### config.mk
export PLATFORM = sky130hd
export DESIGN_NAME = hazard_stall_controller_flat
export DESIGN_NICKNAME = d
export VERILOG_FILES = /design/src/rtl/hazard_stall_controller_pkg.sv /design/src/rtl/hazard_stall_controller_if.sv /design/src/rtl/hazard_stall_controller_perf_counters.sv /design/src/rtl/hazard_stall_controller.sv /design/src/flat_wrapper.sv
export SDC_FILE = /design/constraint.sdc
export NUM_CORES = 1
export LEC_CHECK = 0
export BUFFER_PORTS_ARGS = -buffer_cell sky130_fd_sc_hd__buf_2
export CAP_MARGIN = 10
export CORE_AREA = 3 3 40 42
export CTS_BUF_LIST = sky130_fd_sc_hd__clkbuf_16
export DETAILED_ROUTE_END_ITERATION = 7
export DIE_AREA = 0 0 43 45
export HOLD_SLACK_MARGIN = 0.02
export PLACE_DENSITY = 0.7
export SETUP_SLACK_MARGIN = 0.15
export SYNTH_ARGS = -nofsm -noshare
export SYNTH_HDL_FRONTEND = slang
export SYNTH_SLANG_ARGS = --single-unit
export TNS_END_PERCENT = 30
### constraint.sdc
create_clock -name clk -period 3 [get_ports clk]
set_clock_uncertainty 0.05 [all_clocks]
set_input_delay 0.3 -clock clk [delete_from_list [all_inputs] [get_ports clk]]
set_output_delay 0.3 -clock clk [all_outputs]
set_load 0.02 [all_outputs]
### src/rtl/hazard_stall_controller_pkg.sv
// hazard_pkg: definitions shared by the hazard stall controller, its interface
// and the optional performance counters.
//   hazard_state_e : sequencing FSM states (RUN, MD_WAIT)
//   REG_ADDR_W_DEF : default register address width
//   ZERO_REG       : hard-wired zero register, never a real load-use hazard
//   MD_LATENCY_MIN/MAX : legal range for the mul/div occupancy of EX
//   md_wait_init() : initial md_cnt value when entering MD_WAIT
package hazard_pkg;

   typedef enum logic [0:0] {
      RUN     = 1'b0,
      MD_WAIT = 1'b1
   } hazard_state_e;

   localparam int REG_ADDR_W_DEF = 5;
   localparam int ZERO_REG       = 0;
   localparam int MD_LATENCY_MIN = 1;
   localparam int MD_LATENCY_MAX = 16;
   localparam int MD_CNT_W       = 4;

   // The issue cycle is spent in RUN and md_cnt counts down through 0, so
   // MD_WAIT lasts latency-1 cycles when loaded with latency-2.
   function automatic logic [MD_CNT_W-1:0] md_wait_init(input int latency);
      if (latency > 1)
         return MD_CNT_W'(latency - 2);
      else
         return '0;
   endfunction

endpackage

### src/rtl/hazard_stall_controller_if.sv
// hazard_stall_controller_if: ID/EX hazard inputs and pipeline-register
// control outputs of the hazard stall controller.
//   master : pipeline side (drives hazard inputs, receives controls)
//   slave  : controller side (receives hazard inputs, drives controls)
// Parameter REG_ADDR_W sets the register address width.
interface hazard_stall_controller_if
   import hazard_pkg::*;
#(
   parameter int REG_ADDR_W = REG_ADDR_W_DEF
);
   // hazard inputs
   logic [REG_ADDR_W-1:0] IF_ID_reg_rs;
   logic [REG_ADDR_W-1:0] IF_ID_reg_rt;
   logic                  IF_ID_use_rs;
   logic                  IF_ID_use_rt;
   logic                  ID_EX_memRead;
   logic [REG_ADDR_W-1:0] ID_EX_reg_rt;
   logic                  ID_mdStart;
   logic                  EX_branch_taken;
   // pipeline controls
   logic                  pc_write;
   logic                  IF_ID_write;
   logic                  IF_ID_flush;
   logic                  ID_EX_write;
   logic                  ID_EX_bubble;
   logic                  EX_MEM_bubble;
   logic                  md_busy;

   modport master (
      output IF_ID_reg_rs, IF_ID_reg_rt, IF_ID_use_rs, IF_ID_use_rt,
             ID_EX_memRead, ID_EX_reg_rt, ID_mdStart, EX_branch_taken,
      input  pc_write, IF_ID_write, IF_ID_flush, ID_EX_write,
             ID_EX_bubble, EX_MEM_bubble, md_busy
   );

   modport slave (
      input  IF_ID_reg_rs, IF_ID_reg_rt, IF_ID_use_rs, IF_ID_use_rt,
             ID_EX_memRead, ID_EX_reg_rt, ID_mdStart, EX_branch_taken,
      output pc_write, IF_ID_write, IF_ID_flush, ID_EX_write,
             ID_EX_bubble, EX_MEM_bubble, md_busy
   );

endinterface

### src/rtl/hazard_stall_controller_perf_counters.sv
// hazard_perf_counters: saturating event counters for the hazard controller.
//   clk, reset     : core clock, synchronous active-high reset (clears both)
//   stall          : a non-reset cycle in which the PC was held
//   flush          : a taken-branch flush this cycle
//   stall_cycles   : 32-bit saturating count of stall cycles
//   flush_count    : 16-bit saturating count of branch flushes
module hazard_perf_counters (
   input  logic        clk,
   input  logic        reset,
   input  logic        stall,
   input  logic        flush,
   output logic [31:0] stall_cycles,
   output logic [15:0] flush_count
);

   logic [31:0] stall_cycles_reg;
   logic [15:0] flush_count_reg;

   always_ff @(posedge clk) begin
      if (reset) begin
         stall_cycles_reg <= '0;
         flush_count_reg  <= '0;
      end else begin
         if (stall && (stall_cycles_reg != '1))
            stall_cycles_reg <= stall_cycles_reg + 32'd1;
         if (flush && (flush_count_reg != '1))
            flush_count_reg <= flush_count_reg + 16'd1;
      end
   end

   assign stall_cycles = stall_cycles_reg;
   assign flush_count  = flush_count_reg;

endmodule

### src/rtl/hazard_stall_controller.sv
// hazard_stall_controller: decides each cycle which pipeline registers
// advance, hold or take a bubble in the 5-stage core. Handles load-use
// stalls, taken-branch flushes and the front-end hold while a multi-cycle
// mul/div occupies EX.
//   clk, reset : core clock, synchronous active-high reset
//   hz         : hazard_stall_controller_if.slave (hazard inputs, controls)
//   stall_cycles, flush_count : performance counters, present only when
//                               HAZARD_PERF_CNT_EN is defined
// Parameters: MD_LATENCY (1..16) EX occupancy of a mul/div,
//             REG_ADDR_W register address width.
module hazard_stall_controller
   import hazard_pkg::*;
#(
   parameter int MD_LATENCY = 4,
   parameter int REG_ADDR_W = REG_ADDR_W_DEF
) (
   input  logic                      clk,
   input  logic                      reset,
   hazard_stall_controller_if.slave  hz
`ifdef HAZARD_PERF_CNT_EN
   ,
   output logic [31:0]               stall_cycles,
   output logic [15:0]               flush_count
`endif
);

   localparam logic                MD_MULTI    = (MD_LATENCY > 1);
   localparam logic [MD_CNT_W-1:0] MD_CNT_INIT = md_wait_init(MD_LATENCY);

   hazard_state_e         state_reg, state_next;
   logic [MD_CNT_W-1:0]   md_cnt_reg, md_cnt_next;

   // ---------------- load-use detection ----------------
   logic [REG_ADDR_W-1:0] load_rt;
   logic [REG_ADDR_W-1:0] src_reg [2];
   logic [1:0]            src_use;
   logic [1:0]            src_hit;
   logic                  load_use;

   assign load_rt    = hz.ID_EX_reg_rt;
   assign src_reg[0] = hz.IF_ID_reg_rs;
   assign src_reg[1] = hz.IF_ID_reg_rt;
   assign src_use    = {hz.IF_ID_use_rt, hz.IF_ID_use_rs};

   genvar gi;
   generate
      for (gi = 0; gi < 2; gi++) begin : g_src
         assign src_hit[gi] = src_use[gi] && (src_reg[gi] == load_rt);
      end
   endgenerate

   // A load into the zero register produces nothing to wait for.
   assign load_use = hz.ID_EX_memRead &&
                     (load_rt != REG_ADDR_W'(ZERO_REG)) &&
                     (|src_hit);

   // ---------------- FSM ----------------
   always_ff @(posedge clk) begin
      if (reset) begin
         state_reg  <= RUN;
         md_cnt_reg <= '0;
      end else begin
         state_reg  <= state_next;
         md_cnt_reg <= md_cnt_next;
      end
   end

   logic pc_write, IF_ID_write, IF_ID_flush, ID_EX_write;
   logic ID_EX_bubble, EX_MEM_bubble, md_busy;
   logic branch_flush;

   always_comb begin
      state_next    = state_reg;
      md_cnt_next   = md_cnt_reg;
      pc_write      = 1'b1;
      IF_ID_write   = 1'b1;
      IF_ID_flush   = 1'b0;
      ID_EX_write   = 1'b1;
      ID_EX_bubble  = 1'b0;
      EX_MEM_bubble = 1'b0;
      md_busy       = 1'b0;
      branch_flush  = 1'b0;

      if (reset) begin
         // Freeze the front end and fill the back end with NOPs.
         state_next    = RUN;
         md_cnt_next   = '0;
         pc_write      = 1'b0;
         IF_ID_write   = 1'b0;
         ID_EX_write   = 1'b0;
         IF_ID_flush   = 1'b1;
         ID_EX_bubble  = 1'b1;
         EX_MEM_bubble = 1'b1;
      end else begin
         unique case (state_reg)
            RUN: begin
               if (hz.EX_branch_taken) begin
                  // Wrong-path instructions in IF/ID go away, including a
                  // mul/div that would otherwise have issued.
                  IF_ID_flush  = 1'b1;
                  ID_EX_bubble = 1'b1;
                  branch_flush = 1'b1;
               end else if (load_use) begin
                  // The load moves to MEM this edge, so this resolves after
                  // exactly one bubble; a mul/div in ID waits with it.
                  pc_write     = 1'b0;
                  IF_ID_write  = 1'b0;
                  ID_EX_bubble = 1'b1;
               end else if (hz.ID_mdStart && MD_MULTI) begin
                  state_next  = MD_WAIT;
                  md_cnt_next = MD_CNT_INIT;
               end
            end
            MD_WAIT: begin
               pc_write      = 1'b0;
               IF_ID_write   = 1'b0;
               ID_EX_write   = 1'b0;
               EX_MEM_bubble = 1'b1;
               md_busy       = 1'b1;
               if (md_cnt_reg == '0)
                  state_next = RUN;
               else
                  md_cnt_next = md_cnt_reg - 1'b1;
            end
            default: begin
               state_next  = RUN;
               md_cnt_next = '0;
            end
         endcase
      end
   end

   assign hz.pc_write      = pc_write;
   assign hz.IF_ID_write   = IF_ID_write;
   assign hz.IF_ID_flush   = IF_ID_flush;
   assign hz.ID_EX_write   = ID_EX_write;
   assign hz.ID_EX_bubble  = ID_EX_bubble;
   assign hz.EX_MEM_bubble = EX_MEM_bubble;
   assign hz.md_busy       = md_busy;

`ifdef HAZARD_PERF_CNT_EN
   hazard_perf_counters u_perf (
      .clk          (clk),
      .reset        (reset),
      .stall        (~pc_write & ~reset),
      .flush        (branch_flush),
      .stall_cycles (stall_cycles),
      .flush_count  (flush_count)
   );
`else
   logic unused_flush;
   assign unused_flush = branch_flush;
`endif

endmodule

### src/flat_wrapper.sv
// flat-port wrapper written by rule: the top's interface ports become plain ports
module hazard_stall_controller_flat import hazard_pkg::*;
#(
   parameter int MD_LATENCY = 4,
   parameter int REG_ADDR_W = REG_ADDR_W_DEF
)
  (clk, reset, hz_IF_ID_reg_rs, hz_IF_ID_reg_rt, hz_IF_ID_use_rs, hz_IF_ID_use_rt, hz_ID_EX_memRead, hz_ID_EX_reg_rt, hz_ID_mdStart, hz_EX_branch_taken, hz_pc_write, hz_IF_ID_write, hz_IF_ID_flush, hz_ID_EX_write, hz_ID_EX_bubble, hz_EX_MEM_bubble, hz_md_busy);
  hazard_stall_controller_if #(.REG_ADDR_W(REG_ADDR_W)) hz_i ();
  input  logic clk;
  input  logic reset;
  input wire logic [$bits(hz_i.IF_ID_reg_rs)-1:0] hz_IF_ID_reg_rs;
  input wire logic [$bits(hz_i.IF_ID_reg_rt)-1:0] hz_IF_ID_reg_rt;
  input wire logic [$bits(hz_i.IF_ID_use_rs)-1:0] hz_IF_ID_use_rs;
  input wire logic [$bits(hz_i.IF_ID_use_rt)-1:0] hz_IF_ID_use_rt;
  input wire logic [$bits(hz_i.ID_EX_memRead)-1:0] hz_ID_EX_memRead;
  input wire logic [$bits(hz_i.ID_EX_reg_rt)-1:0] hz_ID_EX_reg_rt;
  input wire logic [$bits(hz_i.ID_mdStart)-1:0] hz_ID_mdStart;
  input wire logic [$bits(hz_i.EX_branch_taken)-1:0] hz_EX_branch_taken;
  output wire logic [$bits(hz_i.pc_write)-1:0] hz_pc_write;
  output wire logic [$bits(hz_i.IF_ID_write)-1:0] hz_IF_ID_write;
  output wire logic [$bits(hz_i.IF_ID_flush)-1:0] hz_IF_ID_flush;
  output wire logic [$bits(hz_i.ID_EX_write)-1:0] hz_ID_EX_write;
  output wire logic [$bits(hz_i.ID_EX_bubble)-1:0] hz_ID_EX_bubble;
  output wire logic [$bits(hz_i.EX_MEM_bubble)-1:0] hz_EX_MEM_bubble;
  output wire logic [$bits(hz_i.md_busy)-1:0] hz_md_busy;
  assign hz_i.IF_ID_reg_rs = hz_IF_ID_reg_rs;
  assign hz_i.IF_ID_reg_rt = hz_IF_ID_reg_rt;
  assign hz_i.IF_ID_use_rs = hz_IF_ID_use_rs;
  assign hz_i.IF_ID_use_rt = hz_IF_ID_use_rt;
  assign hz_i.ID_EX_memRead = hz_ID_EX_memRead;
  assign hz_i.ID_EX_reg_rt = hz_ID_EX_reg_rt;
  assign hz_i.ID_mdStart = hz_ID_mdStart;
  assign hz_i.EX_branch_taken = hz_EX_branch_taken;
  assign hz_pc_write = hz_i.pc_write;
  assign hz_IF_ID_write = hz_i.IF_ID_write;
  assign hz_IF_ID_flush = hz_i.IF_ID_flush;
  assign hz_ID_EX_write = hz_i.ID_EX_write;
  assign hz_ID_EX_bubble = hz_i.ID_EX_bubble;
  assign hz_EX_MEM_bubble = hz_i.EX_MEM_bubble;
  assign hz_md_busy = hz_i.md_busy;
  hazard_stall_controller #(.MD_LATENCY(MD_LATENCY), .REG_ADDR_W(REG_ADDR_W)) u_core (.clk(clk), .reset(reset), .hz(hz_i));
endmodule
==> impl_results.md <==
* Ratio of final minimum period to clock period at 0.6510
* R2r setup slk at 1290 ps
* Synth Flop Type: dfxtp_1
* CP required at ~2700 ps
* Largest cells by area after synthesis: dfxtp_1, xnor2_1, inv_1
* Core ar. at ~1300 µm²
* Cts-stage hold buffer count at 0
* Final GP Congestion at between 0.7 and 0.8
* Num CTS Buffers at 3
* Synth warnings at 0
* Most frequent cells in the layout: buf_2, xnor2_1, inv_1, nor2_1, dfxtp_1
* Fin Setup TNS at 0 ps
* All-Layer GR Usage at 0.1481
* Vias per inst at 5.259
* Crit path launch type: input port
* Worst path slowest cell: or4_4
* Post-CTS Setup Repair Bufs at 0
* First-pass GRT wire length at roughly 2.1 mm
* Skew-Pair Late Insertion Delay at approximately 230 ps
* Syn Inst Count at 64
* # setup viols final at 0
* Worst R2R Path Depth at 5
* Post-synth top area cell: dfxtp_1
* Post-DRT Antenna Nets at 0
* Final hold violation count at 0
* Final HPWL from detailed placement at roughly 1000 µm
* Syn_area_per_cell at just under 8 µm²
* Post-Synthesis Cell Area at roughly 500 µm²
* Async SR Flop Fraction at 0
* DRC at 0
* Routed via count at 568
* Starting density of the core at 0.3856
* Die ar. at between 1500 and 2000 µm²
* Syn Nets at 87
* Fmax at 512.0 MHz
* CP most frequent cell: buf_2
* Initial antenna violation count at 0
* Layout net count at 117
* Synth unique cells at 29
* Worst r2r dst: u_core.md_cnt_reg[1]
* Drt pass-1 iters at 4
* EDFF count, synth at 0
* Worst setup path start: hz_ID_EX_reg_rt[1]
* Worst hold path class: input port to flip-flop
* Pin slew with the least headroom to its limit at 405.7 ps
* WL/cell at around 11 µm
* Pin count of the biggest net entering global routing at 14
* Die width at between 40 and 50 µm
* CTS max path bufs at 2
* Layout cell share with drive strength beyond 1 at 0.3978
* Seq/Total Area, Yosys at 0.2020
* Root Driver: clkbuf_16
* CP endpoint kind: primary output
* Cell Chain, Critical Path: buf_2 -> or4_4 -> o21ai_4 -> nor2_1 -> a21o_2 -> buf_2
* CTS resizes at 0
* Vert. Die Dim at between 40 and 50 µm
* Max reg flops at 4
* Top-area cell type share of the netlist area at 0.2020
* RSZ-0062 raised after global routing: no
* Max-cap violations at 0
* Commonest non-fill, non-tap cell in the layout: buf_2
* Number of I/O pins at 29
* Final WL at roughly 1.2 mm
* Final Max Tran Viols at 0
* PwrDens at around 510 nW/µm²
* CP Max Fanout at 6
* Area grow syn2layout at 44.44%
* FILL cells at 119
* Fin cells at ~110
* Number of cell rows at 13
* Peak VDD IR at between 200 and 250 µV
* Critical path class: input port to primary output
* Clk sink count at 5
* H-tree Lvls at 1
* Worst Setup EP: hz_ID_EX_bubble
* Total grt overflow at 0
* Max incr delay on CP at 540 ps
* DP Cell Count at 104
* Antenna cell count at 0
* TritonCTS clock tree: done
* Detailed Route Iter0 Violations at 12
* Max_slew headroom at 0.7295
* Worst-path clk slew at ~30 ps
* Input/output buffers at 28
* Post-layout min period at 1953 ps
* Number of global-route vias before repair at 518
* Leakage power figure at between 0.3 and 0.4 nW
* Status: complete, no violations
* #FFs+latches synth at 5
* RR Startpoint: u_core.md_cnt_reg[0]
* WP data arrival at roughly 1600 ps
worst max-delay path: cells and delay by family:
| kind | cells | cell delay, ps |
|---|---|---|
| simple gates | 2 | 620 |
| compound gates | 2 | 410 |
| buf+inv | 2 | 270 |
worst min path at each step:
stage / end / cells past startpoint / from
2_1_floorplan: u_core.md_cnt_reg[1] / 2 / u_core.md_cnt_reg[1]
3_3_place_gp: u_core.md_cnt_reg[1] / 2 / u_core.md_cnt_reg[1]
3_5_place_dp: u_core.md_cnt_reg[1] / 2 / u_core.md_cnt_reg[1]
4_1_cts: u_core.state_reg / 2 / reset
5_1_grt: u_core.state_reg / 2 / reset
6_report: u_core.state_reg / 2 / reset
power by group:
| part | total (mW) | internal, mW | leakage [nW] | switching [mW] |
|---|---|---|---|---|
| sequential | 0.0735 | 0.0697 | 0.0407 | 0.00383 |
| combinational | 0.0762 | 0.0357 | 0.242 | 0.0405 |
| clock | 0.216 | 0.173 | 0.0423 | 0.0434 |
| total | 0.366 | 0.278 | 0.325 | 0.0877 |
cells in the mapped netlist, types with 2 or more instances:
cell type  number
nor2_1          5
o22ai_1         2
nand4_1         2
nor3b_1         2
inv_1           6
dfxtp_1         5
nand3_1         2
a21o_1          2
a21oi_1         2
nor3_1          3
xnor2_1        10
nand2_1         4
o21ai_0         2
buf_2           2
per-layer routing:
| metal | wire length (µm) | track usage |
|---|---|---|
| met2 | 599 | 0.2455 |
| met4 | 59 | 0.1446 |
| met5 | 0 | 0 |
| met1 | 484 | 0.1563 |
| met3 | 75 | 0.02789 |
cells by family after synthesis:
| family | after synthesis | share of synthesized area |
|---|---|---|
| AND/OR/NAND/NOR | 23 | 0.2702 |
| AO/OA/AOI/OAI | 15 | 0.2248 |
| XOR/XNOR | 10 | 0.1768 |
| adder cells (fa/ha/maj) | 1 | 0.02525 |
| buffers and inverters | 9 | 0.08081 |
| flip-flops | 5 | 0.2020 |
| multiplexers | 1 | 0.02020 |
area by class of cell:
class | instances | area [µm²] | area share
multi-input cells | 50 | 355.3 | 0.4965
clock buffers | 3 | 75.07 | 0.1049
flip-flops and latches | 5 | 100.1 | 0.1399
repair buffers | 28 | 140.1 | 0.1958
clock inverters | 1 | 3.754 | 0.005245
inverters | 6 | 22.52 | 0.03147
well taps | 15 | 18.77 | 0.02622
metrics by stage:
step / util / hold slack [ps] / cell area, µm² / total power [mW] / setup WS (ps)
after detailed placement: 0.4956 / 462.1 / 636.9 / 0.1508 / 1050
final: 0.5570 / 316.4 / 715.7 / 0.3657 / 1047
after global placement: 0.4956 / 466.2 / 636.9 / 0.1498 / 1073
after CTS: 0.5570 / 312.1 / 715.7 / 0.3679 / 1045
after floorplan: - / 426.0 / 495.5 / 0.1224 / 962.6
after global routing: 0.5570 / 331.3 / 715.7 / 0.3799 / 990.9
Note: power is estimated with default switching activity, not from simulation.
